<file path="config.mk">
export PLATFORM = sky130hd
export DESIGN_NAME = bus_arb2
export DESIGN_NICKNAME = d
export VERILOG_FILES = /design/src/rtl/bus_arb2_pkg.sv /design/src/rtl/bus_arb_slot.sv /design/src/rtl/bus_arb2.sv
export SDC_FILE = /design/constraint.sdc
export NUM_CORES = 1
export LEC_CHECK = 0
export ABC_AREA = 1
export CAP_MARGIN = 20
export CORE_AREA = 4 4 210 110
export DETAILED_ROUTE_END_ITERATION = 8
export DIE_AREA = 0 0 214 114
export PLACE_DENSITY = 0.73
export SLEW_MARGIN = 20
export SYNTH_ARGS = -nofsm -noshare
export SYNTH_HDL_FRONTEND = slang
export SYNTH_SLANG_ARGS = --single-unit
</file>
<file path="constraint.sdc">
create_clock -name clk -period 1.85 [get_ports clk]
set_input_delay 0.37 -clock clk [delete_from_list [all_inputs] [get_ports clk]]
set_output_delay 0.37 -clock clk [all_outputs]
set_load 0.05 [all_outputs]
</file>
<file path="src/rtl/bus_arb2_pkg.sv">
// Shared definitions for the two-master local-bus arbiter.
// Bus field indices mirror the layout in bus_params.v.
package bus_arb2_pkg;

  localparam int unsigned ADDR_W = 32;
  localparam int unsigned DATA_W = 32;
  localparam int unsigned BE_W   = 4;

  localparam int unsigned BUS_IN_CLK         = 0;
  localparam int unsigned BUS_IN_RESET_L     = 1;
  localparam int unsigned BUS_IN_RD_REQ      = 2;
  localparam int unsigned BUS_IN_WR_REQ      = 3;
  localparam int unsigned BUS_IN_BE_LSB      = 4;
  localparam int unsigned BUS_IN_ADDR_LSB    = 8;
  localparam int unsigned BUS_IN_WR_DATA_LSB = 40;
  localparam int unsigned BUS_IN_WIDTH       = 72;

  localparam int unsigned BUS_OUT_RD_DATA_LSB = 0;
  localparam int unsigned BUS_OUT_RD_ACK      = 32;
  localparam int unsigned BUS_OUT_WR_ACK      = 33;
  localparam int unsigned BUS_OUT_WIDTH       = 34;

  typedef enum logic [1:0] {
    ST_IDLE,
    ST_ISSUE,
    ST_WAIT,
    ST_RESP
  } arb_state_t;

  typedef struct packed {
    logic              wr;
    logic [BE_W-1:0]   be;
    logic [ADDR_W-1:0] addr;
    logic [DATA_W-1:0] wdata;
  } req_t;

endpackage

</file>
<file path="src/rtl/bus_arb_slot.sv">
// One-entry request capture for a single master: pending flag, overflow
// pulse on a request into a full slot, and a clear from the arbiter.
module bus_arb_slot
  import bus_arb2_pkg::*;
(
  input  logic                    clk,
  input  logic                    reset_l,
  input  logic [BUS_IN_WIDTH-1:0] req_bus,
  input  logic                    clr,
  output logic                    pending,
  output req_t                    entry,
  output logic                    overflow
);

  logic req_valid;
  logic unused_ctl;

  assign req_valid  = req_bus[BUS_IN_RD_REQ] | req_bus[BUS_IN_WR_REQ];
  assign unused_ctl = req_bus[BUS_IN_CLK] ^ req_bus[BUS_IN_RESET_L];

  // A clear in the same cycle frees the slot, so that request is accepted.
  assign overflow = reset_l & req_valid & pending & ~clr;

  always_ff @(posedge clk) begin
    if (!reset_l) begin
      pending <= 1'b0;
      entry   <= '0;
    end else begin
      if (clr)
        pending <= 1'b0;
      if (req_valid && (!pending || clr)) begin
        pending     <= 1'b1;
        entry.wr    <= req_bus[BUS_IN_WR_REQ];
        entry.be    <= req_bus[BUS_IN_BE_LSB +: BE_W];
        entry.addr  <= req_bus[BUS_IN_ADDR_LSB +: ADDR_W];
        entry.wdata <= req_bus[BUS_IN_WR_DATA_LSB +: DATA_W];
      end
    end
  end

endmodule

</file>
<file path="src/rtl/bus_arb2.sv">
// Two-master round-robin arbiter onto the combined local bus, with
// per-master response routing and a synthetic response on slave timeout.
module bus_arb2
  import bus_arb2_pkg::*;
#(
  parameter int unsigned       TIMEOUT      = 1023,
  parameter logic [DATA_W-1:0] TIMEOUT_DATA = 32'hDEAD_BEEF
)
(
  input  logic                     clk,
  input  logic                     reset_l,
  input  logic [BUS_IN_WIDTH-1:0]  m0_bus_in,
  output logic [BUS_OUT_WIDTH-1:0] m0_bus_out,
  input  logic [BUS_IN_WIDTH-1:0]  m1_bus_in,
  output logic [BUS_OUT_WIDTH-1:0] m1_bus_out,
  output logic [BUS_IN_WIDTH-1:0]  bus_in,
  input  logic [BUS_OUT_WIDTH-1:0] bus_out,
  output logic                     timeout_err,
  output logic                     overflow_err
);

  localparam int unsigned TW = (TIMEOUT > 0) ? $clog2(TIMEOUT + 1) : 1;

  arb_state_t        state, state_nxt;
  logic              owner, owner_nxt;
  logic              rr_ptr, rr_ptr_nxt;
  logic [TW-1:0]     timer, timer_nxt;
  logic [DATA_W-1:0] resp_data, resp_data_nxt;
  logic [1:0]        pending, clr, ovf;
  req_t              entry0, entry1, cur;
  logic              ack_in;
  logic [BUS_OUT_WIDTH-1:0] resp;

  bus_arb_slot u_slot0 (
    .clk      (clk),
    .reset_l  (reset_l),
    .req_bus  (m0_bus_in),
    .clr      (clr[0]),
    .pending  (pending[0]),
    .entry    (entry0),
    .overflow (ovf[0])
  );

  bus_arb_slot u_slot1 (
    .clk      (clk),
    .reset_l  (reset_l),
    .req_bus  (m1_bus_in),
    .clr      (clr[1]),
    .pending  (pending[1]),
    .entry    (entry1),
    .overflow (ovf[1])
  );

  assign cur          = owner ? entry1 : entry0;
  assign ack_in       = bus_out[BUS_OUT_RD_ACK] | bus_out[BUS_OUT_WR_ACK];
  assign overflow_err = |ovf;

  always_ff @(posedge clk) begin
    if (!reset_l) begin
      state     <= ST_IDLE;
      owner     <= 1'b0;
      rr_ptr    <= 1'b0;
      timer     <= '0;
      resp_data <= '0;
    end else begin
      state     <= state_nxt;
      owner     <= owner_nxt;
      rr_ptr    <= rr_ptr_nxt;
      timer     <= timer_nxt;
      resp_data <= resp_data_nxt;
    end
  end

  always_comb begin
    state_nxt     = state;
    owner_nxt     = owner;
    rr_ptr_nxt    = rr_ptr;
    timer_nxt     = timer;
    resp_data_nxt = resp_data;
    clr           = '0;
    timeout_err   = 1'b0;
    case (state)
      ST_IDLE: begin
        if (&pending)
          owner_nxt = rr_ptr;
        else if (pending[0])
          owner_nxt = 1'b0;
        else if (pending[1])
          owner_nxt = 1'b1;
        if (|pending)
          state_nxt = ST_ISSUE;
      end
      ST_ISSUE: begin
        timer_nxt = '0;
        state_nxt = ST_WAIT;
      end
      ST_WAIT: begin
        if (ack_in) begin
          resp_data_nxt = bus_out[BUS_OUT_RD_DATA_LSB +: DATA_W];
          state_nxt     = ST_RESP;
        end else if (TIMEOUT != 0 && timer == TW'(TIMEOUT - 1)) begin
          resp_data_nxt = TIMEOUT_DATA;
          timeout_err   = 1'b1;
          state_nxt     = ST_RESP;
        end else if (TIMEOUT != 0) begin
          // With the timeout disabled the timer simply holds.
          timer_nxt = timer + 1'b1;
        end
      end
      ST_RESP: begin
        clr[owner] = 1'b1;
        rr_ptr_nxt = ~owner;
        state_nxt  = ST_IDLE;
      end
      default: state_nxt = ST_IDLE;
    endcase
  end

  always_comb begin
    bus_in                 = '0;
    bus_in[BUS_IN_CLK]     = clk;
    bus_in[BUS_IN_RESET_L] = reset_l;
    if (state == ST_ISSUE || state == ST_WAIT) begin
      bus_in[BUS_IN_BE_LSB +: BE_W]        = cur.be;
      bus_in[BUS_IN_ADDR_LSB +: ADDR_W]    = cur.addr;
      bus_in[BUS_IN_WR_DATA_LSB +: DATA_W] = cur.wdata;
    end
    if (state == ST_ISSUE && reset_l) begin
      bus_in[BUS_IN_RD_REQ] = ~cur.wr;
      bus_in[BUS_IN_WR_REQ] = cur.wr;
    end
  end

  always_comb begin
    resp = '0;
    if (state == ST_RESP) begin
      resp[BUS_OUT_RD_ACK] = ~cur.wr;
      resp[BUS_OUT_WR_ACK] = cur.wr;
      if (!cur.wr)
        resp[BUS_OUT_RD_DATA_LSB +: DATA_W] = resp_data;
    end
    m0_bus_out = owner ? '0 : resp;
    m1_bus_out = owner ? resp : '0;
  end

endmodule

</file>
Word-level counts from Yosys, hierarchy flattened
Index checks and enable logic that the tools add are counted.
{"block": "word_totals", "inputBits": 180, "regBits": 186}
{"block": "op_classes", "addsub": 1, "reduce_logical": 22, "bitwise_logic": 13, "n_eq_ne": 8, "magnitude_cmp": 2, "mux": 29}
{"operator": "$mux 34", "n": 3}
{"operator": "$mux 32", "n": 3}
{"operator": "$mux 69", "n": 1}
{"operator": "$mux 68", "n": 1}
{"operator": "$mux 10", "n": 2}
{"operator": "$pmux 10 s2", "n": 1}
{"operator": "$mux 1", "n": 11}
{"operator": "$add 10x1->10 const B", "n": 1}
{"operator": "$eq 10x10->1 const B", "n": 1}
{"operator": "$mux 2", "n": 5}
{"operator": "$pmux 2 s4", "n": 1}
{"operator": "$reduce_and 2->1", "n": 4}
{"operator": "$reduce_bool 2->1", "n": 4}
{"operator": "$and 1x1->1", "n": 6}
{"operator": "$ne 2x2->1 const B", "n": 3}
{"operator": "$eq 2x2->1 const B", "n": 2}
{"operator": "$logic_and 1x1->1", "n": 4}
{"operator": "$not 1->1", "n": 4}
{"operator": "$reduce_or 2->1", "n": 2}
{"operator": "$logic_or 1x1->1", "n": 3}
{"operator": "$ne 3x3->1 const B", "n": 1}
{"operator": "$or 1x1->1", "n": 3}
{"operator": "$reduce_and 3->1", "n": 1}
{"operator": "$reduce_bool 3->1", "n": 1}
{"operator": "6 further kinds", "n": 7}

Depth between registers and ports, before layout
Gate-level depths: netlist of the first run.
{"block": "logic_depth", "depth_word": 8, "mapped_depth": 10}

Modules after synthesis
From an unflattened synthesis of the first run, not the netlist that was laid out.
{"block": "hier_totals", "cells_unflattened": 1439, "area_unflattened_um2": 9699.3}
{"mod": "bus_arb_slot", "cells_each": 385, "seq_area_each_um2": 1401.3, "instances": 2, "area_each_um2": 2894.0}
{"mod": "bus_arb2", "cells_each": 669, "seq_area_each_um2": 920.9, "instances": 1, "area_each_um2": 3911.3}

==> run summary, run 1 <==
Run status -> complete, but fails checks
Violated checks -> setup timing
Die Y -> 114 um
CP max stage cell -> dfxtp_4
Data arrival, critical path -> 1.97 ns
Pwr dens -> 1280 nW/um^2
Average wire per standard cell -> 18.2 um
FFs w/ async S/R, synth -> 0%
DR DRC count -> 0
Worst R2R Start -> owner
Max_cap viols -> 0
Syn avg cell area -> 6.87 um^2
Critical Path RT -> 1.48 ns
Iteration count of the initial detailed-routing pass -> 5
Xor and xnor fraction of the mapped netlist area -> 0.105%
Post-synthesis compound-gate area fraction -> 17.4%
Ys flop type -> dfxtp_1
Fin cells -> 1822
Initial antenna violation count -> 2
Share of layout cells above drive strength 1 -> 28.3%
Antenna diode count -> 0
Quantity of hold-fixing buffers added after cts -> 0
Fin Hold WS -> 0.273 ns
Synth top area share -> 44.6%
Via density -> 5.23
Port Buffers -> 317
Top-level port count -> 322
Yosys warns -> 0
RSZ-0062 raised after global routing -> true
Number of synthesized flops with an enable pin -> 0
P_leak -> 0.00642 uW
Global-route wire length before repair -> 51.0 mm
Most used cell, CP -> buf_12
Final-report hold violation count -> 0
GRT Total Usage -> 26.4%
# rows -> 38
CTS clk-pin slew, worst paths -> 0.07 ns
Worst hold path type -> input pin to flip-flop
CP Launch Type -> flip-flop
Core ar. -> 21300 um^2
Clk_lat worst skew -> 0.55 ns
Detail Route Antenna Nets -> 0
Mapped cell area -> 8360 um^2
GP Congestion -> 0.896
Hpwl dp -> 22.6 mm
Largest net degree at the start of global routing -> 84
Min Clock Period, post-route -> 2.34 ns
Dpl cells -> 1771
Vias in the first global route -> 9069
Final worst slack -> -0.486 ns
Area leader, netlist -> dfxtp_1
Cells after synthesis -> 1217
CTS tree -> yes
Multiplexer share of the synthesized area -> 0%
Synthesis-stage register bit count -> 186
DIE WIDTH -> 214 um
GRT overflow -> 0
Critical path capture point type -> output port
Syn_nets -> 1404
Worst Hold Launch -> reset_l
R2R Path End -> u_slot1.entry[6]
Slew HR -> 71.2%
Cell breakdown of the critical path -> inv_4 > ha_4 > buf_12 > buf_16 > o21ai_4 > nor2_4 > buf_12
Cell depth of the worst hold path -> 3
Simple-gate portion of the synthesized area -> 28.5%
Worst setup path category -> flip-flop to output port
Max FO, Critical Path -> 7
Clock Skew -> 0.00952 ns
R2R setup slack -> 0.05 ns
Final setup TNS -> -58.57 ns
Final net count -> 1716
Via Count -> 9523
Final Util -> 72.9%
Die area -> 24400 um^2
Top cells by area, synth -> dfxtp_1 (45%), nor2_1 (19%), o21ai_0 (14%), nor3_1 (3.5%), a21oi_1 (2.9%)
Worst Hold Path EP -> resp_data[8]
Sequential area share after synthesis -> 44.6%
Adder-Cell Fraction of Synth Area -> 1.05%
Final worst path period share -> 126%
Max IR drop VDD -> 0.00122 V
Max-slew violations -> 0
Initial Util -> 39.3%
Drt total wl -> 33.2 mm
Layout Area Growth over Synthesis -> 85.4%
Final setup vio count -> 140
Worst-case reg-to-reg path depth -> 8
1st-iter DRT viols -> 772
Slowest cell delay on critical path -> 0.40 ns
Least-Margin Pin Slew -> 0.431 ns
Max Fclk -> 0.428 GHz
Synth cell types -> 25
Largest family of logic cells by synthesized area -> simple AND/OR/NAND/NOR gates
sequential cells by signal, indices dropped and copies added, names as in the netlist:
signal and flops:
u_slot1.pending 1, timer 10, u_slot0.entry 69, u_slot0.pending 1, state 2, rr_ptr 1, owner 1, resp_data 32
u_slot1.entry 69
critical path, delay by kind of cell (launching register included):
| family | cells | cell delay [ns] |
|---|---|---|
| fa+ha+maj | 1 | 0.33 |
| buf+inv | 4 | 0.48 |
| flops | 1 | 0.40 |
| compound gates | 1 | 0.07 |
| simple gates | 1 | 0.12 |
layout by cell type, fill, tap and decap left out, types with 24 or more instances in the layout:
cell type	n
o21ai_0	183
nor3_4	67
dfxtp_1	179
o21ai_1	32
nand2_1	59
nor2_4	66
buf_12	98
buf_4	32
buf_6	34
a21oi_1	48
clkdlybuf4s50_1	174
clkbuf_16	24
buf_8	35
inv_1	50
nor2_1	358
cell usage after synthesis (9+ instances only):
master / count
buf_6: 9
nand2_1: 63
nor3_2: 10
nor2_1: 428
a21oi_1: 49
clkbuf_1: 49
dfxtp_1: 186
buf_2: 27
nor3_1: 59
inv_1: 55
o21ai_0: 230
nand3_1: 15
cell type report:
class | instances | area [um^2]
inverter | 59 | 236
sequential | 186 | 3740
fill | 1529 | 5750
tap | 280 | 350
multi-input combinational | 879 | 5360
clock inverter | 15 | 209
clock buffer | 21 | 526
timing repair buffer | 382 | 5080
worst max-delay path by stage:
stage / slack [ns] / end / startpoint
finish: -0.49 / bus_in[9] / state[1]
global route: -0.56 / bus_in[60] / state[1]
CTS: -0.50 / bus_in[31] / state[1]
detailed placement: -0.12 / bus_in[0] / clk
global placement: -0.12 / bus_in[0] / clk
floorplan: -0.37 / bus_in[2] / reset_l
per-layer routing:
layer | vias up | wire length (um) | GRT usage [%] | part of all wire, %
li1 | 4583 | - | - | -
met1 | 4551 | 15200 | 36.9 | 46
met2 | 346 | 15100 | 40.7 | 46
met3 | 39 | 2330 | 7.27 | 7.0
met4 | 4 | 503 | 6.65 | 1.5
met5 | - | 26 | 0 | 0.078
where the power goes:
part           leakage, uW  switching (uW)  internal (uW)
clock network     0.000359            1860           2660
logic              0.00452            6400           3970
registers          0.00154             313           4580
total              0.00642            8580          11200
metrics by stage:
stage               area (um^2)  total power (uW)  setup WS (ns)
finish                    15500             19800         -0.486
global route              15500             20600         -0.564
CTS                       15100             19300         -0.501
detailed placement        13900             13700         -0.117
global placement          13900             13500         -0.117
floorplan                  9590             10700         -0.368
logic make-up (layout without fill, tap and decap cells):
| family | after synthesis | in the layout |
|---|---|---|
| buf+inv | 153 | 477 |
| flops | 186 | 186 |
| xor+xnor | 1 | 1 |
| fa+ha+maj | 7 | 7 |
| compound gates | 287 | 287 |
| simple gates | 583 | 584 |
timing repair:
action,CTS,global route
gates resized for setup,146,76
gates cloned,2,4
pin swaps,7,16
setup buffers,6,4
endpoints found under the setup margin,144,191
(Power assumes the default switching activity.)
==> run 2: changes to the inputs <==
CORE_AREA = 2 2 208 108   (was 4 4 210 110)
DIE_AREA = 0 0 210 110   (was 0 0 214 114)
==> run 2 against run 1 <==
The run still ends with setup timing left. Total power about the same. Cell area up 0.65%. Wire length up 1.3%. Clock skew about the same. Critical endpoint is now bus_in[50]. Largest power group unchanged. Via count up 0.38%.
==> run summary, run 2 (synthesis results as in run 1) <==
Worst Hold Launch -> reset_l
Top-level port count -> 322 (unchanged)
Die area -> 23100 um^2 (-5.3%)
Critical Path RT -> 1.48 ns (about the same)
Worst hold path type -> input pin to flip-flop
Max FO, Critical Path -> 69 (+62)
Initial Util -> 39.3% (unchanged)
Final setup vio count -> 140 (unchanged)
Crit path launch -> owner
GRT overflow -> 0 (unchanged)
Biggest regs -> u_slot0.entry x69, u_slot1.entry x69, resp_data x32
RSZ-0062 raised after global routing -> true
CTS tree -> yes
Max Fclk -> 0.412 GHz (-3.7%)
Global-route wire length before repair -> 49.6 mm (-2.7%)
Slowest cell delay on critical path -> 0.43 ns (+0.03 ns)
Detail Route Antenna Nets -> 0 (unchanged)
Via Count -> 9559 (+0.38%)
Most frequent cells in the layout -> nor2_1 (355), o21ai_0 (190), dfxtp_1 (179)
Design Power -> 19800 uW (about the same)
Fin cells -> 1831 (+0.49%)
Slew HR -> 63.2% (-8.0 points)
Worst Path Buf+Inv -> 2 (-2)
# rows -> 38 (unchanged)
Final worst path period share -> 131% (+4.8 points)
GP Congestion -> 0.862 (-3.8%)
Quantity of hold-fixing buffers added after cts -> 0 (unchanged)
Iteration count of the initial detailed-routing pass -> 5 (unchanged)
Vias in the first global route -> 8966 (-1.1%)
Final worst slack -> -0.575 ns (-0.0889 ns)
Layout Area Growth over Synthesis -> 86.6%
CTS clk-pin slew, worst paths -> 0.08 ns (about the same)
Max_cap viols -> 0 (unchanged)
Min Clock Period, post-route -> 2.42 ns (+0.0889 ns)
Die Y -> 110 um (-3.5%)
Worst R2R Start -> owner
Average wire per standard cell -> 18.4 um (+0.81%)
DR DRC count -> 0 (unchanged)
CP max stage cell -> dfxtp_4
Critical path capture point type -> output port
Max IR drop VDD -> 0.00145 V (+18%)
Clock Skew -> 0.00988 ns (+0.000362 ns)
Largest net degree at the start of global routing -> 108 (+29%)
Met3 Use GR -> 8.05% (+0.78 points)
Run status -> complete, but fails checks
Violated checks -> setup timing
Fin Hold WS -> 0.374 ns (+0.101 ns)
GRT Total Usage -> 27.7% (+1.4 points)
Initial antenna violation count -> 1 (-1)
Pwr dens -> 1270 nW/um^2 (-0.64%)
Hpwl dp -> 22.0 mm (-3.0%)
Via density -> 5.22 (-0.12%)
Grt met2 use -> 43.4% (+2.7 points)
Final setup TNS -> -67.41 ns (-8.84 ns)
Clk_lat worst skew -> 0.55 ns (about the same)
Cell family with most CP delay -> buffers and inverters
Final net count -> 1724 (+0.47%)
1st-iter DRT viols -> 763 (-1.2%)
Port Buffers -> 317 (unchanged)
Core ar. -> 21300 um^2 (unchanged)
Most common cell after layout, fill and taps aside -> nor2_1
P_leak -> 0.00648 uW (+0.94%)
Share of layout cells above drive strength 1 -> 29.1% (+0.82 points)
CP Launch Type -> flip-flop
Cell breakdown of the critical path -> buf_16 > o21ai_0 > nor2_4 > buf_6
Data arrival, critical path -> 2.05 ns (+0.08 ns)
Worst setup path category -> flip-flop to output port
DIE WIDTH -> 210 um (-1.9%)
Drt total wl -> 33.6 mm (+1.3%)
Final-report hold violation count -> 0 (unchanged)
GR peak layer -> met2
Least-Margin Pin Slew -> 0.552 ns (+0.121 ns)
Dpl cells -> 1766 (-0.28%)
Met1 GRT Util -> 37.3% (+0.39 points)
Final Util -> 73.4% (+0.47 points)
Max-slew violations -> 0 (unchanged)
[run 2: cell types whose count changed in the layout (fill, tap and decap cells not counted), sizes merged]
cell / previous run / this run
buf: 204 / 213
inv: 65 / 68
bufinv: 4 / 2
clkinv: 4 / 3
diode: 0 / 1
nand2: 69 / 68
[run 2: per-layer routing]
metal / routed length [um] / vias up / share of wire, %
met5: 0 / - / 0
met4: 550 / 0 / 1.6
met3: 2770 / 50 / 8.2
met2: 15500 / 380 / 46
met1: 14800 / 4529 / 44
li1: - / 4600 / -
[run 2: path summary, 6_finish.rpt]
check | end | slack, ns | cells after the start
setup / recovery | bus_in[50] | -0.57 | 4
hold / removal | u_slot0.entry[67] | 0.37 | 4
setup reg to reg | u_slot1.entry[44] | 0.03 | 8
hold reg to reg | resp_data[17] | 0.47 | 2
[run 2: final cells by class]
class / instances / area [um^2]
diodes: 1 / 2.50
clock buffers: 21 / 526
clock inverters: 15 / 176
fillers: 1537 / 5650
inverters: 59 / 231
multi-input cells: 878 / 5330
flip-flops and latches: 186 / 3740
well taps: 280 / 350
repair buffers: 391 / 5240
[run 2: per-stage QoR]
step | instance area [um^2] | setup WS (ns)
2_1_floorplan | 9590 | -0.368
6_report | 15600 | -0.575
3_5_place_dp | 13800 | -0.117
5_1_grt | 15600 | -0.646
3_3_place_gp | 13800 | -0.117
4_1_cts | 15000 | -0.540
[run 2: repair_timing]
action / CTS / global route
setup endpoints to repair: 151 / 224
resized for setup: 134 / 98
pin swaps: 5 / 23
cloned: 5 / 4
buffers inserted: 5 / 18
[run 2: power breakdown]
part | internal (uW) | total (uW) | switching (uW)
combinational | 4090 | 10600 | 6470
clock | 2420 | 4330 | 1910
sequential | 4580 | 4900 | 320
total | 11100 | 19800 | 8690
[run 2: worst register-to-register path, cell delays in order (launching register included)]
cell	delay, ns
dfxtp_4	0.43
buf_16	0.33
nand2_2	0.17
nand2_2	0.13
nand2_4	0.14
inv_2	0.15
buf_12	0.22
nor2_1	0.09
nor2_1	0.12
==> run 3: changes to the inputs <==
RECOVER_POWER = 100   (was default)
==> results of run 3 <==
Same layout as run 2: the final DEF is identical, and so are final timing and power.
